--- src/rtl/riscv_pkg.sv ---
// Shared fetch-side types and constants for the PC sequencer.
package riscv_pkg;

  typedef enum logic [1:0] {
    IDLE   = 2'd0,
    FETCH  = 2'd1,
    HOLD   = 2'd2,
    HALTED = 2'd3
  } pc_seq_state_t;

  localparam int PC_STEP = 4;
  localparam int INSN_W  = 32;

endpackage

--- src/rtl/pc_sequencer_if.sv ---
// Fetch bus: imem request/response, decode handoff, redirect and halt control.
interface pc_sequencer_if #(parameter int WIDTH = 32);
  import riscv_pkg::*;

  logic              imem_req;
  logic [WIDTH-1:0]  imem_addr;
  logic              imem_ready;
  logic [INSN_W-1:0] imem_rdata;
  logic              insn_valid;
  logic [INSN_W-1:0] insn;
  logic [WIDTH-1:0]  insn_pc;
  logic              insn_accept;
  logic              redirect_valid;
  logic [WIDTH-1:0]  redirect_addr;
  logic              halt_req;
  logic              halted;
  logic              misalign_err;

  // master is the sequencer, slave is the imem/decode/execute side
  modport master (
    output imem_req, imem_addr, insn_valid, insn, insn_pc, halted, misalign_err,
    input  imem_ready, imem_rdata, insn_accept, redirect_valid, redirect_addr, halt_req
  );

  modport slave (
    input  imem_req, imem_addr, insn_valid, insn, insn_pc, halted, misalign_err,
    output imem_ready, imem_rdata, insn_accept, redirect_valid, redirect_addr, halt_req
  );

endinterface

--- src/rtl/pc_sequencer_pc.sv ---
// Program counter register; loads addressin every cycle, resets to RESET_VAL.
module pc #(
  parameter int               WIDTH     = 32,
  parameter logic [WIDTH-1:0] RESET_VAL = '0
) (
  input  logic             clk,
  input  logic             nrst,
  input  logic [WIDTH-1:0] addressin,
  output logic [WIDTH-1:0] addressout
);

  always_ff @(posedge clk or negedge nrst) begin
    if (!nrst) addressout <= RESET_VAL;
    else       addressout <= addressin;
  end

endmodule

--- src/rtl/pc_sequencer.sv ---
// Fetch sequencer: owns the PC, runs a single-outstanding imem fetch and hands
// instructions to decode. Build option MISALIGN_TRAP_EN traps misaligned redirects.
module pc_sequencer
  import riscv_pkg::*;
#(
  parameter int               WIDTH      = 32,
  parameter logic [WIDTH-1:0] RESET_ADDR = '0
) (
  input  logic           clk,
  input  logic           nrst,
  pc_sequencer_if.master bus
);

  pc_seq_state_t     state;
  logic [WIDTH-1:0]  pc_q;
  logic [WIDTH-1:0]  pc_d;
  logic [WIDTH-1:0]  redir_tgt;
  logic [INSN_W-1:0] insn_q;
  logic [WIDTH-1:0]  insn_pc_q;
  logic              redir;
  logic              trap;

  // Redirects are ignored in IDLE so the reset address always reaches the PC.
  assign redir     = bus.redirect_valid && (state != IDLE);
  assign redir_tgt = bus.redirect_addr & ~WIDTH'(3);

  always_comb begin
    pc_d = pc_q;
    if (state == IDLE)                           pc_d = RESET_ADDR;
    else if (redir)                              pc_d = redir_tgt;
    else if (state == HOLD && bus.insn_accept)   pc_d = pc_q + WIDTH'(PC_STEP);
  end

  pc #(.WIDTH(WIDTH), .RESET_VAL(RESET_ADDR)) u_pc (
    .clk       (clk),
    .nrst      (nrst),
    .addressin (pc_d),
    .addressout(pc_q)
  );

`ifdef MISALIGN_TRAP_EN
  logic misalign_q;

  assign trap = redir && (bus.redirect_addr[1:0] != 2'b00);

  always_ff @(posedge clk or negedge nrst) begin
    if (!nrst)     misalign_q <= 1'b0;
    else if (trap) misalign_q <= 1'b1;
  end

  assign bus.misalign_err = misalign_q;
`else
  assign trap             = 1'b0;
  assign bus.misalign_err = 1'b0;
`endif

  always_ff @(posedge clk or negedge nrst) begin
    if (!nrst) begin
      state     <= IDLE;
      insn_q    <= '0;
      insn_pc_q <= '0;
    end else if (redir) begin
      // Redirect wins over any rdata arriving this cycle; a trap overrides halt_req.
      if (trap)              state <= HALTED;
      else if (bus.halt_req) state <= HALTED;
      else                   state <= FETCH;
    end else begin
      case (state)
        IDLE:   state <= bus.halt_req ? HALTED : FETCH;
        FETCH: begin
          if (bus.imem_ready) begin
            insn_q    <= bus.imem_rdata;
            insn_pc_q <= pc_q;
            state     <= HOLD;
          end else if (bus.halt_req) begin
            state <= HALTED;
          end
        end
        HOLD:   if (bus.insn_accept) state <= bus.halt_req ? HALTED : FETCH;
        HALTED: state <= HALTED;
        default: state <= IDLE;
      endcase
    end
  end

  assign bus.imem_req   = (state == FETCH);
  assign bus.imem_addr  = pc_q;
  assign bus.insn_valid = (state == HOLD);
  assign bus.insn       = insn_q;
  assign bus.insn_pc    = insn_pc_q;
  assign bus.halted     = (state == HALTED);

endmodule

--- src/flat_wrapper.sv ---
// flat-port wrapper written by rule: the top's interface ports become plain ports
module pc_sequencer_flat import riscv_pkg::*;
#(
  parameter int               WIDTH      = 32,
  parameter logic [WIDTH-1:0] RESET_ADDR = '0
)
  (clk, nrst, bus_imem_req, bus_imem_addr, bus_insn_valid, bus_insn, bus_insn_pc, bus_halted, bus_misalign_err, bus_imem_ready, bus_imem_rdata, bus_insn_accept, bus_redirect_valid, bus_redirect_addr, bus_halt_req);
  pc_sequencer_if #(.WIDTH(WIDTH)) bus_i ();
  input  logic clk;
  input  logic nrst;
  output wire logic [$bits(bus_i.imem_req)-1:0] bus_imem_req;
  output wire logic [$bits(bus_i.imem_addr)-1:0] bus_imem_addr;
  output wire logic [$bits(bus_i.insn_valid)-1:0] bus_insn_valid;
  output wire logic [$bits(bus_i.insn)-1:0] bus_insn;
  output wire logic [$bits(bus_i.insn_pc)-1:0] bus_insn_pc;
  output wire logic [$bits(bus_i.halted)-1:0] bus_halted;
  output wire logic [$bits(bus_i.misalign_err)-1:0] bus_misalign_err;
  input wire logic [$bits(bus_i.imem_ready)-1:0] bus_imem_ready;
  input wire logic [$bits(bus_i.imem_rdata)-1:0] bus_imem_rdata;
  input wire logic [$bits(bus_i.insn_accept)-1:0] bus_insn_accept;
  input wire logic [$bits(bus_i.redirect_valid)-1:0] bus_redirect_valid;
  input wire logic [$bits(bus_i.redirect_addr)-1:0] bus_redirect_addr;
  input wire logic [$bits(bus_i.halt_req)-1:0] bus_halt_req;
  assign bus_imem_req = bus_i.imem_req;
  assign bus_imem_addr = bus_i.imem_addr;
  assign bus_insn_valid = bus_i.insn_valid;
  assign bus_insn = bus_i.insn;
  assign bus_insn_pc = bus_i.insn_pc;
  assign bus_halted = bus_i.halted;
  assign bus_misalign_err = bus_i.misalign_err;
  assign bus_i.imem_ready = bus_imem_ready;
  assign bus_i.imem_rdata = bus_imem_rdata;
  assign bus_i.insn_accept = bus_insn_accept;
  assign bus_i.redirect_valid = bus_redirect_valid;
  assign bus_i.redirect_addr = bus_redirect_addr;
  assign bus_i.halt_req = bus_halt_req;
  pc_sequencer #(.WIDTH(WIDTH), .RESET_ADDR(RESET_ADDR)) u_core (.clk(clk), .nrst(nrst), .bus(bus_i));
endmodule
--- config.mk ---
export PLATFORM = sky130hd
export DESIGN_NAME = pc_sequencer_flat
export DESIGN_NICKNAME = d
export VERILOG_FILES = /design/src/rtl/riscv_pkg.sv /design/src/rtl/pc_sequencer_if.sv /design/src/rtl/pc_sequencer_pc.sv /design/src/rtl/pc_sequencer.sv /design/src/flat_wrapper.sv
export SDC_FILE = /design/constraint.sdc
export NUM_CORES = 1
export LEC_CHECK = 0
export ABC_AREA = 1
export BUFFER_PORTS_ARGS = -buffer_cell sky130_fd_sc_hd__buf_2
export CAP_MARGIN = 20
export CORE_MARGIN = 3
export CORE_UTILIZATION = 52
export CTS_BUF_LIST = sky130_fd_sc_hd__clkbuf_4
export DETAILED_ROUTE_END_ITERATION = 8
export GPL_TIMING_DRIVEN = 0
export PLACE_DENSITY = 0.83
export SYNTH_ARGS = -nofsm -noshare
export SYNTH_HDL_FRONTEND = slang
export SYNTH_SLANG_ARGS = --single-unit
--- constraint.sdc ---
create_clock -name clk -period 2.26 [get_ports clk]
set_clock_uncertainty 0.15 [all_clocks]
set_input_delay 0.113 -clock clk [delete_from_list [all_inputs] [get_ports clk]]
set_output_delay 0.113 -clock clk [all_outputs]
set_load 0.005 [all_outputs]
==> key figures, run 1 <==
Job
  • Max-cap violations: 0

Clock network
  • Worst-skew pair later-pin latency: 0.42 ns
  • Hold_buf cts: 69
  • Total CTS buffers: 9
  • Root buffer cell: clkbuf_4
  • Setup Fix Bufs, Post-CTS: 0
  • Clock tree from TritonCTS: built
  • Bufs on Longest Clock Path: 2
  • Post_cts resized: 0
  • Reg clk slew, reported paths: 0.14 ns
  • Htree depth: 3
  • Clock sink count: 94

Power
  • Pint: 0.003208 W
  • Clock share of power: 0.213
  • Part of the power in registers: 0.488
  • P_sw: 0.001702 W
  • VDD IR max: 428.8 uV
  • P_leak: 3.536 nW
  • Pwr Density: 743.9 nW/um^2
  • Comb pwr share: 0.299
  • Total power draw: 0.004910 W
  • Sw frac: 0.3466

Routing
  • Wire length per cell: 14.93 um
  • Post-DR vias/cell: 5.219
  • DR WL met2: 7.753 mm
  • Routed WL: 15.02 mm
  • Met3 wire len: 1.066 mm
  • Initial DRC Count: 301
  • DRT met1 WL: 5.749 mm
  • Post-route ant nets: 0
  • Pre-antenna DRT Iters: 5
  • Max layer used: met4
  • Post-route DRC: 0
  • Vias: 5250

Synth
  • Top cells by count, synth: 274 x nand2_1, 94 x dfrtp_1, 78 x nor2_1, 45 x inv_1, 44 x o21ai_0
  • Mapped Avg Cell Area: 7.335 sq um
  • Seq cells post-synth: 94
  • Primary FF master, synth: dfrtp_1
  • Cell Area, Synth: 4731 sq um
  • Post-synth top area share: 0.4972
  • Most frequent cell after synthesis: nand2_1
  • Async SR Flop Fraction: 1.000
  • Sequential share of the synthesized area: 0.4972
  • Ys Warns: 0
  • Cell variety after synth: 27
  • Area contributors post-synth: dfrtp_1 50%, nand2_1 22%, nor2_1 6.2%, o21ai_0 4.7%, nand3_1 4.4%
  • Synth area leader: dfrtp_1
  • Post-Synthesis Cells: 645
  • EDFF count, synth: 0

Layout
  • # diodes: 0
  • Core Util, Final: 0.7531
  • Nets: 964
  • Filler cells: 639
  • Share of layout cells above drive strength 1: 0.2494
  • Area Overhead vs Synth: 39.51%

Global route
  • Largest net degree at the start of global routing: 72
  • Gr ovfl total: 0
  • Vias in the first global route: 5187
  • First-pass GRT wire length: 24.03 mm
  • GRT Util Overall: 0.2946
  • Initial antenna violation count: 0

Worst setup path
  • Critical path type: in -> reg
  • FF-to-FF path depth: 10
  • CP Max Fanout: 10
  • Setup crit start kind: input port
  • Worst Setup SP: bus_redirect_valid
  • Worst Path Arrival: 2.35 ns
  • Worst r2r dst: u_core.u_pc.addressout[24]
  • Critical Path RT: 2.47 ns
  • Worst R2R Start: u_core.u_pc.addressout[3]
  • Reg2reg setup slack: 0.28 ns
  • Setup crit end kind: flip-flop
  • Crit path to: u_core.state[1]

STA
  • Setup tns final: 0 ns
  • Rel. slew slack: 0.6601
  • Max frequency: 0.4674 GHz
  • Worst Max-Slew Pin Slew: 0.5099 ns
  • Hold Vio Cnt, Final: 0
  • Final WS setup: 0.1206 ns
  • # setup viols final: 0
  • Final period util: 0.9466
  • RSZ-0062 raised after global routing: no
  • Slew Viols, Final: 0
  • Final min period: 2.139 ns

Place
  • Post-DP HPWL: 10.37 mm
  • PortBufs: 162
  • Post-place setup slack: 0.3145 ns
  • GPL Wtd Cong: 0.9662

Floorplan
  • IO Pins: 170
  • Initial Util: 0.5398
  • Die ar.: 10280 sq um
  • Cell Rows: 34
  • Chip width: 101.4 um
  • Die Ht: 101.4 um
  • Core area: 8763 sq um

Worst hold path
  • Worst Hold Class: in -> reg

Run status
  • Run status: complete, no violations
==> flip-flops by register name (all words and copies together), names as in the netlist <==
register                cells
u_core.bus.insn_pc         30
u_core.state                2
u_core.u_pc.addressout     30
u_core.bus.insn            32
==> power groups by stage <==
| stage | logic, W | clock network [W] | registers, W |
|---|---|---|---|
| 2_1_floorplan | 0.000631 | 0 | 0.00241 |
| 3_3_place_gp | 0.00131 | 0 | 0.00239 |
| 3_5_place_dp | 0.00135 | 0 | 0.00241 |
| 4_1_cts | 0.00145 | 0.00106 | 0.00238 |
| 5_1_grt | 0.00166 | 0.00112 | 0.00244 |
| 6_report | 0.00147 | 0.00105 | 0.00239 |
==> worst max-delay path, stage by stage <==
cell and delay [ns]:
dlygate4sd3_1 0.54, buf_2 0.17, inv_1 0.10, buf_2 0.25, buf_2 0.28, a21oi_1 0.11, a32oi_1 0.20, dlygate4sd3_1 0.59
==> routing by layer <==
layer | GRT usage | up-vias
met1 | 0.3578 | 2459
met4 | 0.1247 | 0
met2 | 0.5176 | 255
li1 | - | 2491
met3 | 0.04821 | 45
met5 | 0 | -
==> per-stage QoR <==
stage,hold WS (ns),std cells,area (sq um)
6_report,0.02244,1006,6600
5_1_grt,0.06115,1006,6600
4_1_cts,0.007332,1005,6575
3_5_place_dp,-0.1176,920,5722
3_3_place_gp,0.1567,919,5692
2_1_floorplan,-0.3326,649,4746
==> final cells by class <==
class | instances | area (sq um) | area share
Buffer | 27 | 158.9 | 0.02408
Clock buffer | 9 | 67.56 | 0.01024
Clock inverter | 7 | 95.09 | 0.01441
Inverter | 47 | 176.4 | 0.02673
Multi-Input combinational cell | 481 | 2058 | 0.3118
Sequential cell | 94 | 2352 | 0.3564
Tap cell | 108 | 135.1 | 0.02047
Timing Repair Buffer | 233 | 1556 | 0.2358
==> worst min-delay path by stage <==
stage                             from                      to  slack [ns]  cells past startpoint
floorplan                         nrst      u_core.bus.insn[0]       -0.33                      0
global placement    bus_imem_rdata[22]     u_core.bus.insn[22]        0.16                      3
detailed placement                nrst  u_core.bus.insn_pc[16]       -0.12                      1
CTS                     bus_imem_ready     u_core.bus.insn[24]       0.007                      5
global route            bus_imem_ready     u_core.bus.insn[25]        0.06                      5
finish                  bus_imem_ready     u_core.bus.insn[24]        0.02                      5
==> cell usage in the layout, fill, tap and decap left out, types with 3 or more instances in the layout <==
| master | n |
|---|---|
| nand2_1 | 274 |
| buf_2 | 177 |
| dfrtp_1 | 94 |
| nor2_1 | 78 |
| dlygate4sd3_1 | 69 |
| inv_1 | 45 |
| o21ai_0 | 44 |
| nand3_1 | 42 |
| nor2_2 | 10 |
| clkbuf_4 | 9 |
| buf_4 | 7 |
| o21ai_2 | 5 |
| o211ai_1 | 5 |
| conb_1 | 5 |
| o22ai_1 | 4 |
| clkbuf_1 | 3 |
| o21ai_1 | 3 |
==> logic make-up (layout without fill, tap and decap cells) <==
| logic type | after synthesis | in the layout | synth area share |
|---|---|---|---|
| XOR/XNOR | 2 | 2 | 0.003703 |
| other | 1 | 5 | 0.0007927 |
| adder cells (fa/ha/maj) | 1 | 1 | 0.002644 |
| flip-flops | 94 | 94 | 0.4972 |
| AO/OA/AOI/OAI | 64 | 64 | 0.07855 |
| buffers and inverters | 74 | 323 | 0.07088 |
| AND/OR/NAND/NOR | 409 | 409 | 0.3462 |
Note: power is estimated with default switching activity, not from simulation.
==> run 2: changes to the inputs <==
--- a/config.mk
+++ b/config.mk
@@ -8,6 +8,7 @@
 export ABC_AREA = 1
 export BUFFER_PORTS_ARGS = -buffer_cell sky130_fd_sc_hd__buf_2
 export CAP_MARGIN = 20
+export CORE_ASPECT_RATIO = 0.6
 export CORE_MARGIN = 3
 export CORE_UTILIZATION = 52
 export CTS_BUF_LIST = sky130_fd_sc_hd__clkbuf_4
==> run 2 against run 1 <==
Effect of this change: fmax fell by 1.5%; die area rose by 0.36%; via count rose by 0.32%; power fell by 1.6%; final cell count rose by 0.30%; first-iteration DRC count rose by 76%; worst setup slack got worse by 0.032 ns; sequential share of layout area rose by 0.22 points; design area fell by 0.61%; sequential cell count did not move; critical path depth did not move; count of clock-buffer cells in the layout rose by 2; critical path type unchanged; critical endpoint unchanged; highest routed layer unchanged.
==> key figures, run 2 (same netlist as run 1, synthesis figures left out) <==
Power
  • Comb pwr share: 0.309 (+0.010)
  • Pwr Density: 736.1 nW/um^2 (-1.0%)
  • VDD IR max: 481.6 uV (+12%)
  • Pint: 0.003107 W (-3.1%)
  • Clock share of power: 0.192 (-0.021)
  • P_sw: 0.001722 W (+1.2%)
  • Sw frac: 0.3566 (+0.009964)
  • P_leak: 3.511 nW (-0.70%)
  • Part of the power in registers: 0.498 (+0.010)

Floorplan
  • Initial Util: 0.5447 (+0.004821)
  • Chip width: 129.1 um (+27%)
  • IO Pins: 170 (unchanged)
  • Core area: 8686 sq um (-0.89%)
  • Die ar.: 10320 sq um (+0.36%)
  • Cell Rows: 26 (-24%)
  • Die Ht: 79.88 um (-21%)

STA
  • Worst Max-Slew Pin Slew: 0.5630 ns (+0.05308 ns)
  • Final min period: 2.171 ns (+0.03155 ns)
  • RSZ-0062 raised after global routing: no
  • # setup viols final: 0 (unchanged)
  • Final period util: 0.9606 (+0.01396)
  • Slew Viols, Final: 0 (unchanged)
  • Rel. slew slack: 0.6247 (-0.03538)
  • Final WS setup: 0.08903 ns (-0.03155 ns)
  • Hold Vio Cnt, Final: 0 (unchanged)
  • Setup tns final: 0 ns (unchanged)
  • Max frequency: 0.4606 GHz (-1.5%)

Worst setup path
  • CP Max Fanout: 10 (unchanged)
  • Worst r2r dst: u_core.u_pc.addressout[26]
  • Critical Path RT: 2.50 ns (+0.03 ns)
  • Critical path type: in -> reg
  • Setup crit start kind: input port
  • Worst Path Arrival: 2.41 ns (+0.06 ns)
  • Setup crit end kind: flip-flop
  • Reg2reg setup slack: 0.17 ns (-0.11 ns)
  • Worst R2R Start: u_core.u_pc.addressout[3]
  • Top cell by count, worst path: buf_2
  • FF-to-FF path depth: 10 (unchanged)
  • Slowest-stage cell, CP: dlygate4sd3_1
  • Biggest cell delay along the critical path: 0.58 ns (about the same)
  • Worst Setup SP: bus_redirect_valid
  • Crit-path cells: dlygate4sd3_1 -> buf_2 -> inv_1 -> buf_2 -> buf_2 -> a21oi_1 -> a32oi_1 -> dlygate4sd3_1
  • Crit path to: u_core.state[1]

Place
  • Post-place setup slack: 0.2730 ns (-0.04143 ns)
  • Post-DP HPWL: 11.03 mm (+6.3%)
  • GPL Wtd Cong: 0.9759 (+1.0%)
  • PortBufs: 162 (unchanged)

Routing
  • Initial DRC Count: 529 (+76%)
  • Routed WL: 16.16 mm (+7.6%)
  • Pre-antenna DRT Iters: 5 (unchanged)
  • Vias: 5267 (+0.32%)
  • Post-DR vias/cell: 5.220 (about the same)
  • Wire length per cell: 16.02 um (+7.2%)
  • Post-route ant nets: 0 (unchanged)
  • Post-route DRC: 0 (unchanged)

Global route
  • Gr ovfl total: 0 (unchanged)
  • Initial antenna violation count: 0 (unchanged)
  • Vias in the first global route: 5096 (-1.8%)
  • Largest net degree at the start of global routing: 63 (-13%)
  • First-pass GRT wire length: 26.32 mm (+9.5%)
  • GRT Util Overall: 0.3269 (+0.03221)

Layout
  • Commonest non-fill, non-tap cell in the layout: nand2_1
  • Filler cells: 643 (+0.63%)
  • Share of layout cells above drive strength 1: 0.2486 (-0.0008367)
  • Nets: 963 (-0.10%)
  • # diodes: 0 (unchanged)
  • Largest register FFs: 32 (unchanged)
  • Sequential cell area: 2352 sq um (unchanged)
  • Area Overhead vs Synth: 38.67%
  • Most frequent cells in the layout: 274 x nand2_1, 177 x buf_2, 94 x dfrtp_1
  • Area of the multi-input gates: 2058 sq um (unchanged)

Run status
  • Run status: complete, no violations

Clock network
  • Worst-skew pair later-pin latency: 0.46 ns (+0.04 ns)
  • Htree depth: 3 (unchanged)
  • Root buffer cell: clkbuf_4
  • Setup Fix Bufs, Post-CTS: 0 (unchanged)
  • Total CTS buffers: 9 (unchanged)
  • Reg clk slew, reported paths: 0.14 ns (about the same)
  • Clock tree from TritonCTS: built
  • Post_cts resized: 0 (unchanged)
  • Bufs on Longest Clock Path: 2 (unchanged)
  • Clock sink count: 94 (unchanged)

Worst hold path
  • Worst Hold Class: in -> reg

Job
  • Max-cap violations: 0 (unchanged)
run 2: cell count changes in the layout (fill, tap and decap cells not counted):
cell / change
bufinv_16: -1
clkinv_1: +1
clkbuf_4: +2
clkbuf_16: -1
inv_6: -2
clkinvlp_4: +1
dlygate4sd3_1: -1
clkinv_4: -1
buf_12: +1
run 2: worst max-delay path: cells and delay by family:
kind	cells	cell delay [ns]
AOI/OAI and AO/OA	2	0.31
buffers and inverters	6	1.99
run 2: timing repair:
action	CTS	global route
endpoints found under the setup margin	0	0
endpoints found under the hold margin	158	0
hold buffers	69	0
run 2: power by group through the flow:
stage	combinational (W)	sequential (W)	clock [W]
after floorplan	0.000631	0.00241	0
after global placement	0.00132	0.00240	0
after detailed placement	0.00137	0.00241	0
after CTS	0.00147	0.00238	0.000934
after global routing	0.00167	0.00245	0.00102
final	0.00149	0.00241	0.000929
run 2: per-layer routing:
metal | track usage | up-vias | wire length [um] | part of all wire
li1 | - | 2490 | - | -
met4 | 0.09748 | 0 | 327 | 0.020
met3 | 0.07888 | 37 | 1434 | 0.089
met2 | 0.5015 | 296 | 7372 | 0.46
met1 | 0.4616 | 2444 | 7026 | 0.43
met5 | 0 | - | 0 | 0
run 2: metrics by stage:
stage	cell area [sq um]	util	std cells	total power, W	hold slack [ns]
floorplan	4746	-	649	0.003038	-0.3326
global placement	5697	0.6559	923	0.003720	0.1572
detailed placement	5727	0.6593	924	0.003780	-0.05862
CTS	6560	0.7553	1009	0.004785	0.01767
global route	6560	0.7553	1009	0.005138	0.09340
finish	6560	0.7553	1009	0.004829	0.03212
run 2: area by class of cell:
cell class	instances	share of cell area
buffer	27	0.02422
clock buffer	11	0.01259
clock inverter	5	0.007629
inverter	47	0.02689
multi-input combinational	481	0.3138
sequential	94	0.3586
tap	112	0.02136
timing repair buffer	232	0.2350
run 2: how the worst min path moves through the flow:
stage	start	endpoint	cells after the start
6_report	bus_imem_ready	u_core.bus.insn[24]	5
2_1_floorplan	nrst	u_core.bus.insn[0]	0
3_3_place_gp	bus_imem_rdata[21]	u_core.bus.insn[21]	3
3_5_place_dp	nrst	u_core.bus.insn_pc[15]	1
4_1_cts	bus_imem_ready	u_core.bus.insn[24]	5
5_1_grt	bus_imem_ready	u_core.bus.insn[24]	5
